File: config.mk
export PLATFORM = sky130hd
export DESIGN_NAME = spm_cfg_sequencer
export DESIGN_NICKNAME = d
export VERILOG_FILES = /design/src/rtl/spm_cfg_pkg.sv /design/src/rtl/spm_bg_route.sv /design/src/rtl/spm_cfg_sequencer.sv
export SDC_FILE = /design/constraint.sdc
export NUM_CORES = 1
export LEC_CHECK = 0
export ABC_AREA = 1
export CORE_ASPECT_RATIO = 1.5
export CORE_MARGIN = 4
export CORE_UTILIZATION = 49
export CTS_BUF_LIST = sky130_fd_sc_hd__clkbuf_16
export DETAILED_ROUTE_END_ITERATION = 10
export GPL_TIMING_DRIVEN = 0
export PLACE_DENSITY = 0.84
export SLEW_MARGIN = 20
export SYNTH_ARGS = -nofsm -noshare
export SYNTH_HDL_FRONTEND = slang
export SYNTH_HIERARCHICAL = 1
export SYNTH_SLANG_ARGS = --single-unit
export TNS_END_PERCENT = 10
File: constraint.sdc
create_clock -name clk -period 4 [get_ports clk]
set_clock_uncertainty 0.1 [all_clocks]
set_input_delay 1.2 -clock clk [delete_from_list [all_inputs] [get_ports clk]]
set_output_delay 1.2 -clock clk [all_outputs]
set_load 0.01 [all_outputs]
File: src/rtl/spm_cfg_pkg.sv
// spm_cfg_pkg: shared definitions for the scratchpad configuration sequencer.
//   - Bank-group field layout inside a configuration entry. Each field is
//     {flush, fifo_sel[FSEL_W], en, sel, mode}, LSB first: mode, sel, en,
//     fifo_sel, flush.
//   - Width helpers, because FSEL_W/HOLD_W/NUM_BG are parameters of the
//     modules that use them. BGF_W and ENT_W are the widths for the default
//     parameter set.
//   - Sequencer state encoding.
package spm_cfg_pkg;

  localparam int BGF_MODE = 0;
  localparam int BGF_SEL  = 1;
  localparam int BGF_EN   = 2;
  localparam int BGF_FSEL = 3;

  // Width of one bank-group field.
  function automatic int bgf_w(input int fsel_w);
    return 4 + fsel_w;
  endfunction

  // Position of the flush bit, which sits directly above fifo_sel.
  function automatic int bgf_flush(input int fsel_w);
    return 3 + fsel_w;
  endfunction

  // Width of a whole entry: the hold count on top of NUM_BG fields.
  function automatic int ent_w(input int hold_w, input int num_bg, input int fsel_w);
    return hold_w + num_bg * bgf_w(fsel_w);
  endfunction

  localparam int NUM_BG_DEF = 4;
  localparam int FSEL_W_DEF = 2;
  localparam int HOLD_W_DEF = 8;
  localparam int BGF_W      = 4 + FSEL_W_DEF;
  localparam int ENT_W      = HOLD_W_DEF + NUM_BG_DEF * BGF_W;

  typedef enum logic [1:0] {
    ST_IDLE  = 2'd0,
    ST_RUN   = 2'd1,
    ST_PAUSE = 2'd2,
    ST_DONE  = 2'd3
  } seq_state_t;

endpackage

File: src/rtl/spm_bg_route.sv
// spm_bg_route: control routing for one bank group.
//   Selects either the shared external port (sel=0) or this group's switch
//   port (sel=1), and gates the strobes so they only reach the bank group
//   while the sequencer is actively running.
// Ports:
//   fld                        bank-group field of the current entry
//   run                        sequencer is in RUN
//   first                      first RUN cycle of the current entry
//   ex_wen/ex_ren/ex_addr/ex_data   external port (shared by all groups)
//   sw_wen/sw_ren/sw_addr/sw_data   this group's switch port
//   en/mode/fifo_sel           static controls, taken straight from fld
//   we/re/flush                gated strobes
//   addr/din                   routed address / write data
module spm_bg_route
  import spm_cfg_pkg::*;
#(
  parameter int D_W    = 32,
  parameter int A_W    = 8,
  parameter int FSEL_W = 2
) (
  input  logic [FSEL_W+3:0] fld,
  input  logic              run,
  input  logic              first,
  input  logic              ex_wen,
  input  logic              ex_ren,
  input  logic [A_W-1:0]    ex_addr,
  input  logic [D_W-1:0]    ex_data,
  input  logic              sw_wen,
  input  logic              sw_ren,
  input  logic [A_W-1:0]    sw_addr,
  input  logic [D_W-1:0]    sw_data,
  output logic              en,
  output logic              mode,
  output logic [FSEL_W-1:0] fifo_sel,
  output logic              we,
  output logic              re,
  output logic              flush,
  output logic [A_W-1:0]    addr,
  output logic [D_W-1:0]    din
);

  localparam int FLUSH_B = bgf_flush(FSEL_W);

  logic sel;

  always_comb begin
    sel      = fld[BGF_SEL];
    en       = fld[BGF_EN];
    mode     = fld[BGF_MODE];
    fifo_sel = fld[BGF_FSEL +: FSEL_W];
    we       = run & (sel ? sw_wen : ex_wen);
    re       = run & (sel ? sw_ren : ex_ren);
    // Flush is a one-shot per entry; hold cycles must not re-flush.
    flush    = run & first & fld[FLUSH_B];
    // Disabled groups see quiet address/data buses, so an idle or reset
    // sequencer (all fields zero) drives nothing at all.
    addr     = en ? (sel ? sw_addr : ex_addr) : '0;
    din      = en ? (sel ? sw_data : ex_data) : '0;
  end

endmodule

File: src/rtl/spm_cfg_sequencer.sv
// spm_cfg_sequencer: configuration buffer plus run sequencer that drives
// NUM_BG bank-group control interfaces.
//   Entries are loaded through cfg_valid/cfg_ready while IDLE. start replays
//   entries 0..count-1, each for hold+1 RUN cycles, for loop_cnt+1 passes,
//   then pulses done for one cycle. stall pauses sequencing (strobes forced
//   low, static controls held).
// Optional build macro: SPM_PERF_CNT_EN adds perf_run_cyc / perf_stall_cyc
//   (RUN and PAUSE cycle counters, cleared on reset and start, saturating).
// Ports:
//   clk, rst (synchronous, active-low)
//   cfg_valid, cfg_ready, cfg_entry, cfg_clear     buffer load port
//   start, loop_cnt, stall, busy, done              run control / status
//   ex_*                                            external port
//   sw_*                                            per-group switch ports
//   bg_*                                            bank-group controls
module spm_cfg_sequencer
  import spm_cfg_pkg::*;
#(
  parameter int NUM_BG = 4,
  parameter int D_W    = 32,
  parameter int A_W    = 8,
  parameter int DEPTH  = 16,
  parameter int FSEL_W = 2,
  parameter int HOLD_W = 8,
  parameter int LOOP_W = 16,
  localparam int BGF_B = bgf_w(FSEL_W),
  localparam int ENT_B = ent_w(HOLD_W, NUM_BG, FSEL_W)
) (
  input  logic                     clk,
  input  logic                     rst,
  input  logic                     cfg_valid,
  output logic                     cfg_ready,
  input  logic [ENT_B-1:0]         cfg_entry,
  input  logic                     cfg_clear,
  input  logic                     start,
  input  logic [LOOP_W-1:0]        loop_cnt,
  input  logic                     stall,
  output logic                     busy,
  output logic                     done,
`ifdef SPM_PERF_CNT_EN
  output logic [31:0]              perf_run_cyc,
  output logic [31:0]              perf_stall_cyc,
`endif
  input  logic                     ex_wen,
  input  logic                     ex_ren,
  input  logic [A_W-1:0]           ex_addr,
  input  logic [D_W-1:0]           ex_data,
  input  logic [NUM_BG-1:0]        sw_wen,
  input  logic [NUM_BG-1:0]        sw_ren,
  input  logic [NUM_BG*A_W-1:0]    sw_addr,
  input  logic [NUM_BG*D_W-1:0]    sw_data,
  output logic [NUM_BG-1:0]        bg_en,
  output logic [NUM_BG-1:0]        bg_mode,
  output logic [NUM_BG-1:0]        bg_we,
  output logic [NUM_BG-1:0]        bg_re,
  output logic [NUM_BG-1:0]        bg_flush,
  output logic [NUM_BG*FSEL_W-1:0] bg_fifo_sel,
  output logic [NUM_BG*A_W-1:0]    bg_addr,
  output logic [NUM_BG*D_W-1:0]    bg_din
);

  localparam int PTR_W    = $clog2(DEPTH);
  localparam int CNT_W    = PTR_W + 1;
  localparam int FLD_W    = NUM_BG * BGF_B;
  localparam int HOLD_LSB = FLD_W;

  seq_state_t state_reg, state_next;

  logic [ENT_B-1:0]  buf_mem [DEPTH];
  logic [CNT_W-1:0]  count_reg;
  logic [PTR_W-1:0]  rd_ptr_reg;
  logic [HOLD_W-1:0] hold_ctr_reg;
  logic [LOOP_W-1:0] loop_ctr_reg;
  logic [FLD_W-1:0]  cur_bg_reg;
  logic              first_reg;

  logic              cfg_hs;
  logic              clear_now;
  logic              do_start;
  logic              advance;
  logic              wrap;
  logic              finish;
  logic [PTR_W-1:0]  rd_addr;
  logic [CNT_W-1:0]  ptr_inc;
  logic [PTR_W-1:0]  rd_ptr_next;

  assign busy      = (state_reg != ST_IDLE);
  assign done      = (state_reg == ST_DONE);
  assign cfg_ready = (state_reg == ST_IDLE) && (count_reg < CNT_W'(DEPTH));
  assign clear_now = (state_reg == ST_IDLE) && cfg_clear;
  assign cfg_hs    = cfg_valid && cfg_ready;

  // Entry being fetched this cycle: entry 0 on start, otherwise rd_ptr.
  // rd_ptr already points back at 0 when the current entry is the last one,
  // so a loop wrap fetches entry 0 without a special case.
  assign rd_addr     = do_start ? '0 : rd_ptr_reg;
  assign ptr_inc     = {1'b0, rd_addr} + CNT_W'(1);
  assign rd_ptr_next = (ptr_inc == count_reg) ? '0 : ptr_inc[PTR_W-1:0];

  // State register.
  always_ff @(posedge clk) begin
    if (!rst) state_reg <= ST_IDLE;
    else      state_reg <= state_next;
  end

  // Next state and datapath controls.
  always_comb begin
    state_next = state_reg;
    do_start   = 1'b0;
    advance    = 1'b0;
    wrap       = 1'b0;
    finish     = 1'b0;
    case (state_reg)
      ST_IDLE: begin
        if (start && (count_reg != '0)) begin
          do_start   = 1'b1;
          state_next = ST_RUN;
        end
      end
      ST_RUN: begin
        // A RUN cycle is always processed, even with stall high; the pause
        // begins on the following cycle.
        if ((hold_ctr_reg == '0) && (rd_ptr_reg == '0) && (loop_ctr_reg == '0)) begin
          finish     = 1'b1;
          state_next = ST_DONE;
        end else begin
          advance = (hold_ctr_reg == '0);
          wrap    = (hold_ctr_reg == '0) && (rd_ptr_reg == '0);
          if (stall) state_next = ST_PAUSE;
        end
      end
      ST_PAUSE: begin
        if (!stall) state_next = ST_RUN;
      end
      ST_DONE: state_next = ST_IDLE;
      default: state_next = ST_IDLE;
    endcase
  end

  // Buffer storage; contents survive reset.
  always_ff @(posedge clk) begin
    if (rst && cfg_hs && !clear_now) buf_mem[count_reg[PTR_W-1:0]] <= cfg_entry;
  end

  // Sequencer datapath. cur_bg_reg/hold_ctr_reg are the registered read
  // of the buffer.
  always_ff @(posedge clk) begin
    if (!rst) begin
      count_reg    <= '0;
      rd_ptr_reg   <= '0;
      hold_ctr_reg <= '0;
      loop_ctr_reg <= '0;
      cur_bg_reg   <= '0;
      first_reg    <= 1'b0;
    end else begin
      if (clear_now)   count_reg <= '0;
      else if (cfg_hs) count_reg <= count_reg + CNT_W'(1);

      if (do_start || advance) begin
        cur_bg_reg   <= buf_mem[rd_addr][FLD_W-1:0];
        hold_ctr_reg <= buf_mem[rd_addr][HOLD_LSB +: HOLD_W];
        rd_ptr_reg   <= rd_ptr_next;
        first_reg    <= 1'b1;
      end else if (finish) begin
        cur_bg_reg <= '0;
        first_reg  <= 1'b0;
      end else if (state_reg == ST_RUN) begin
        hold_ctr_reg <= hold_ctr_reg - HOLD_W'(1);
        first_reg    <= 1'b0;
      end

      if (do_start)  loop_ctr_reg <= loop_cnt;
      else if (wrap) loop_ctr_reg <= loop_ctr_reg - LOOP_W'(1);
    end
  end

  logic run_now;
  assign run_now = (state_reg == ST_RUN);

  genvar gi;
  generate
    for (gi = 0; gi < NUM_BG; gi++) begin : g_bg
      spm_bg_route #(
        .D_W    (D_W),
        .A_W    (A_W),
        .FSEL_W (FSEL_W)
      ) u_route (
        .fld      (cur_bg_reg[gi*BGF_B +: BGF_B]),
        .run      (run_now),
        .first    (first_reg),
        .ex_wen   (ex_wen),
        .ex_ren   (ex_ren),
        .ex_addr  (ex_addr),
        .ex_data  (ex_data),
        .sw_wen   (sw_wen[gi]),
        .sw_ren   (sw_ren[gi]),
        .sw_addr  (sw_addr[gi*A_W +: A_W]),
        .sw_data  (sw_data[gi*D_W +: D_W]),
        .en       (bg_en[gi]),
        .mode     (bg_mode[gi]),
        .fifo_sel (bg_fifo_sel[gi*FSEL_W +: FSEL_W]),
        .we       (bg_we[gi]),
        .re       (bg_re[gi]),
        .flush    (bg_flush[gi]),
        .addr     (bg_addr[gi*A_W +: A_W]),
        .din      (bg_din[gi*D_W +: D_W])
      );
    end
  endgenerate

`ifdef SPM_PERF_CNT_EN
  always_ff @(posedge clk) begin
    if (!rst || do_start) begin
      perf_run_cyc   <= '0;
      perf_stall_cyc <= '0;
    end else begin
      if ((state_reg == ST_RUN) && (perf_run_cyc != '1))
        perf_run_cyc <= perf_run_cyc + 32'd1;
      if ((state_reg == ST_PAUSE) && (perf_stall_cyc != '1))
        perf_stall_cyc <= perf_stall_cyc + 32'd1;
    end
  end
`else
  // Counters are not built in this configuration.
`endif

endmodule

==> run_results.csv, run 1 <==
group,metric,value,unit
critical_path,critPathKind,"in2out",
die,io-pin-count,455,
synth,yosysSeqAreaShare,60.60,%
global_route,antenna_found_initial,5,
power_and_ir_drop,p_int,10.99,mW
power_and_ir_drop,power.total,16.32,mW
power_and_ir_drop,ir_drop,0.3855,mV
synth,synth_fp_nets,3339,
timing,worst_slack,-0.01364,ns
synth,synth_warnings,6,
layout,nFillCells,4426,
critical_path,critPathLaunchType,"input pin",
synth,synth_edf_count,512,
drt,routedWlPerCell,25.76,um
power_and_ir_drop,switchingPower,5.334,mW
synth,yosysTopAreaCellShare,56.20,%
timing,rsz0062_at_grt,"no",
synth,synth_common_cells,"nand2_1 (893), edfxtp_1 (512), nand3_1 (503)",
timing,holdWs,0.3697,ns
critical_path,cp_top_family,"buffers and inverters",
clock_network,clock_latency,0.60,ns
critical_path,crit_buf_inv,2,
power_and_ir_drop,p_clk_share,30.5,%
die,initial_utilization,49.69,%
drt,ant_nets,0,
drt,firstDrtPassIters,7,
synth,yosysTopAreaCell,"edfxtp_1",
layout,synthToLayoutAreaGrowth,28.77,%
global_route,globalRouteTotalUtil,35.85,%
synth,synth_top_family_by_area,"simple AND/OR/NAND/NOR gates",
min_path,hold_path_class,"reg2reg",
layout,finalInstanceArea,0.03523,mm2
placed_design,dpl.hpwl,83.83,mm
layout,layout.cells.non_filler,4335,
clock_network,numCtsBuffers,50,
clock_network,clk_pin_slew,0.07,ns
synth,syn-cell-area,0.02735,mm2
power_and_ir_drop,leakage,13.95,nW
synth,synthSimpleGateAreaFrac,28.95,%
synth,synth_mux_area_share,0,%
placed_design,gp_routability_congestion,1.052,
synth,synthAdderAreaFrac,0.3659,%
critical_path,arrival,2.71,ns
clock_network,tritoncts,"done",
layout,largest_register_ffs,512,
critical_path,cpMaxStageDelayCell,"clkdlybuf4s50_1",
placed_design,place_inst,4234,
power_and_ir_drop,pwr-share-comb,28.1,%
drt,via_count,24640,
layout,drive_gt1_share,8.636,%
timing,finalSetupViolCount,1,
placed_design,place_ws,-0.4853,ns
critical_path,worst_setup_path_end_kind,"output pin",
timing,tightest_slew,0.8819,ns
timing,relSlewSlack,41.21,%
power_and_ir_drop,swShare,32.68,%
clock_network,htreeDepth,2,
clock_network,clock_path_buffers,3,
timing,post-route-min-period,4.014,ns
placed_design,place_area,0.03336,mm2
min_path,min_path_cells,2,
die,die_h,297.4,um
clock_network,clock-root-buffer,"clkbuf_16",
flow_run,drv_cap,0,
critical_path,crit_path_max_fanout,4,
synth,synthFlopType,"edfxtp_1",
synth,yosysMostFrequentCell,"nand2_1",
placed_design,io_buffer_count,454,
timing,setup_tns,-0.01364,ns
global_route,gr-total-overflow,0,
global_route,grt_pass1_vias,24040,
critical_path,critPathMaxStageDelay,0.61,ns
critical_path,crit_chain,"clkdlybuf4s50_1 > nor2_1 > nor2_1 > clkdlybuf4s50_1",
critical_path,crit_cells,4,
layout,regArea,0.01658,mm2
die,die-width,200.9,um
synth,synth_xor_area_share,0.2882,%
layout,fin_util,63.99,%
synth,synth.area.top_cells,"edfxtp_1 (56%), nand2_1 (12%), nand3_1 (9.2%)",
synth,async_flop_share,0,%
timing,max_clock_freq,249.2,MHz
status,violations,"negative setup slack",
timing,fin_crit_sh,100.3,%
clock_network,clkSinkCount,572,
global_route,grt_max_degree,23,
die,core_area,0.05505,mm2
global_route,grt_pass1_wl,157.9,mm
layout,multi_input_area,0.008930,mm2
power_and_ir_drop,p_seq_share,41.4,%
layout,num-nets-final,3867,
synth,syn_inst,3067,
drt,wl,111.6,mm
critical_path,r2r_cells,19,
die,fp-row-count,105,
drt,vias_per_cell,5.684,
drt,drc,0,
synth,avgSynthCellArea,8.919,um2
status,status,"finished with violations",
power_and_ir_drop,powerDensity,463.3,mW/mm2
timing,hold_viol,0,
drt,first_iter_violations,2890,
die,die_area,0.05975,mm2
synth,synth_compound_area_share,2.250,%
synth,ys_seq_elements,572,
critical_path,cp_data_required_time,2.70,ns
synth,synth_cell_types,34,
timing,slew_viol_final,0,
[layout by cell type, fill, tap and decap left out, drive strengths merged, types with 4 or more instances in the layout]
master,n
dlygate4sd2,21
clkbuf,94
buf,173
inv,303
dfxtp,60
nand2,897
edfxtp,512
nand3,504
or2,18
o2111ai,6
clkdlybuf4s50,419
nor2,428
a21oi,47
ha,8
nand4,8
and3,4
clkinv,14
diode,4
nand3b,17
xor2,6
o21ai,45
dlymetal6s2s,13
bufinv,8
nor3,8
a31oi,12
[final cells by class]
cell class,count,area share [%]
Antenna cell,4,0.02842
Buffer,195,2.856
Clock buffer,50,3.552
Clock inverter,43,1.222
Inverter,284,3.026
Multi-Input combinational cell,2016,25.35
Sequential cell,572,47.06
Tap cell,695,2.469
Timing Repair Buffer,476,14.43
[power by group through the flow]
stage	combinational, mW	clock (mW)	sequential (mW)
2_1_floorplan	2.46	0	6.82
3_3_place_gp	4.33	0	6.87
3_5_place_dp	4.42	0	6.87
4_1_cts	4.48	4.95	6.75
5_1_grt	4.91	5.22	6.76
6_report	4.59	4.97	6.75
[metal layers]
metal,global-route usage [%],part of all wire [%],vias to the layer above
met4,26.65,9.6,6
met2,60.41,47,1778
met5,0,0.036,-
met3,8.790,10,447
li1,-,-,11080
met1,39.08,32,11330
[worst min-delay path: stages (launching register included)]
cell and delay (ns):
dfxtp_1 0.31, nand2_1 0.06, a21oi_1 0.05
[worst paths after layout]
path | from | endpoint | slack, ns
setup reg to reg | count_reg[0] | rd_ptr_reg[1] | 0.49
hold / removal | cur_bg_reg[16] | cur_bg_reg[16] | 0.37
hold reg to reg | cur_bg_reg[16] | cur_bg_reg[16] | 0.37
setup / recovery | ex_data[15] | bg_din[15] | -0.01
[what timing repair did]
item,in CTS,in global routing
setup buffers,0,4
resized for setup,56,20
hold buffers,0,0
pin swaps,2,3
setup endpoints to repair,44,188
[cells by family (layout without fill, tap and decap cells)]
group,Yosys count,count (layout)
and+or+nand+nor,1886,1886
DFF,572,572
buffers and inverters,479,1048
AOI/OAI and AO/OA,113,113
xor gates and xnor gates,9,9
adders and majority gates,8,8
other,0,4
Power figures use the tool's default switching activity.
==> run 2: changes to the inputs <==
Settings changed: PLACE_DENSITY 0.84 to 0.87.
==> run 2 against run 1 <==
  * The flow now finishes without violations
  * Hold slack is essentially flat
  * Worst setup slack gained 0.047 ns
  * Maximum frequency grew 1.2%
  * Cell count is the same
  * Utilization shrank 0.31 points
  * Non-clock buffer count shrank 1
  * Clock power shrank 2%
  * Global-route usage is essentially flat
  * Routed wire length shrank 0.14%
==> run_results.csv, run 2 (same netlist as run 1, synthesis figures left out) <==
group,metric,value,unit
status,status,"complete, no violations",
critical_path,worst_setup_path_end_kind,"output pin",
clock_network,clock_path_buffers,3,
timing,finalSetupViolCount,0,
timing,slew_viol_final,0,
drt,ant_nets,0,
placed_design,dpl.hpwl,81.89,mm
die,io-pin-count,455,
timing,rsz0062_at_grt,"yes",
drt,firstDrtPassIters,8,
critical_path,crit_path_max_fanout,4,
drt,drc,0,
critical_path,cp_data_required_time,2.70,ns
layout,num-nets-final,3866,
die,die_h,297.4,um
timing,tightest_slew,0.9264,ns
power_and_ir_drop,powerDensity,463.8,mW/mm2
global_route,grt_pass1_vias,24200,
die,die_area,0.05975,mm2
clock_network,htreeDepth,2,
timing,setup_tns,0,ns
timing,holdWs,0.3701,ns
clock_network,clk_pin_slew,0.06,ns
die,core_area,0.05505,mm2
timing,relSlewSlack,38.24,%
drt,routed-wl-met2,52.30,mm
die,fp-row-count,105,
drt,routedWlPerCell,25.72,um
drt,highest_layer,"met5",
drt,wl,111.5,mm
placed_design,gp_routability_congestion,0.9650,
layout,synthToLayoutAreaGrowth,28.16,%
layout,largest_register_ffs,512,
critical_path,critPathLaunchType,"input pin",
die,die-width,200.9,um
global_route,grt_max_degree,21,
global_route,globalRouteTotalUtil,35.81,%
power_and_ir_drop,leakage,13.85,nW
critical_path,arrival,2.67,ns
clock_network,numCtsBuffers,50,
drt,vias_per_cell,5.779,
clock_network,clock_latency,0.60,ns
placed_design,place_area,0.03329,mm2
drt,wl_met1,36.50,mm
clock_network,clock-root-buffer,"clkbuf_16",
global_route,antenna_found_initial,11,
global_route,grt_pass1_wl,159.1,mm
timing,max_clock_freq,252.1,MHz
critical_path,critPathKind,"in2out",
layout,most-common-layout-cells,"nand2_1 (888), edfxtp_1 (512), nand3_1 (503)",
drt,via_count,25050,
layout,nFillCells,4284,
flow_run,drv_cap,0,
critical_path,r2r_cells,19,
min_path,hold_path_class,"reg2reg",
layout,fin_util,63.69,%
drt,route.met3.wl,12.38,mm
timing,fin_crit_sh,99.16,%
global_route,gr-total-overflow,0,
placed_design,io_buffer_count,454,
clock_network,clkSinkCount,572,
layout,drive_gt1_share,8.453,%
layout,layout_commonest_cell,"nand2_1",
timing,post-route-min-period,3.966,ns
drt,first_iter_violations,3352,
clock_network,tritoncts,"done",
min_path,min_path_cells,2,
power_and_ir_drop,power.total,16.26,mW
layout,finalInstanceArea,0.03506,mm2
power_and_ir_drop,ir_drop,0.4351,mV
timing,hold_viol,0,
die,initial_utilization,49.69,%
==> run 2: per-stage QoR <==
stage	std cells	setup WS [ns]
3_3_place_gp	4216	-2.396
2_1_floorplan	3067	0.1484
4_1_cts	4322	-0.07000
6_report	4335	0.03370
5_1_grt	4331	-0.01429
3_5_place_dp	4232	-0.5795
==> run 2: layout make-up <==
cell class                      count  area [um2]  share of cell area [%]
Sequential cell                   572       16580                   47.29
Clock inverter                     40       352.8                   1.006
Antenna cell                        8       20.02                 0.05710
Tap cell                          695       869.6                   2.480
Multi-Input combinational cell   2016        8900                   25.39
Inverter                          284        1066                   3.041
Buffer                            195        1006                   2.869
Timing Repair Buffer              475        5014                   14.30
Clock buffer                       50        1251                   3.569
==> run 2: metal layers <==
layer	vias up	GRT usage (%)
met5	-	0
met3	480	8.321
met1	11490	40.62
li1	11100	-
met2	1980	59.57
met4	4	25.35
==> run 2: worst paths after layout <==
path                        from             end  slack, ns
hold / removal    cur_bg_reg[16]  cur_bg_reg[16]       0.37
setup / recovery     ex_data[30]      bg_din[62]       0.03
setup reg to reg    count_reg[1]   rd_ptr_reg[2]       0.46
hold reg to reg   cur_bg_reg[16]  cur_bg_reg[16]       0.37
==> run 2: critical path, stage by stage <==
cell and delay [ns]:
clkdlybuf4s50_1 0.56, nor2_1 0.06, nor2_1 0.22, clkdlybuf4s50_1 0.62
==> run 2: report_power, final <==
group / switching [mW] / internal (mW)
registers: 0.128 / 6.63
logic: 3.08 / 1.56
clock network: 2.20 / 2.67
==> run 2: what timing repair did <==
action | in CTS | in global routing
endpoints found under the setup margin | 69 | 255
pin swaps | 1 | 4
hold buffers | 0 | 0
buffers inserted | 0 | 5
resized for setup | 38 | 23
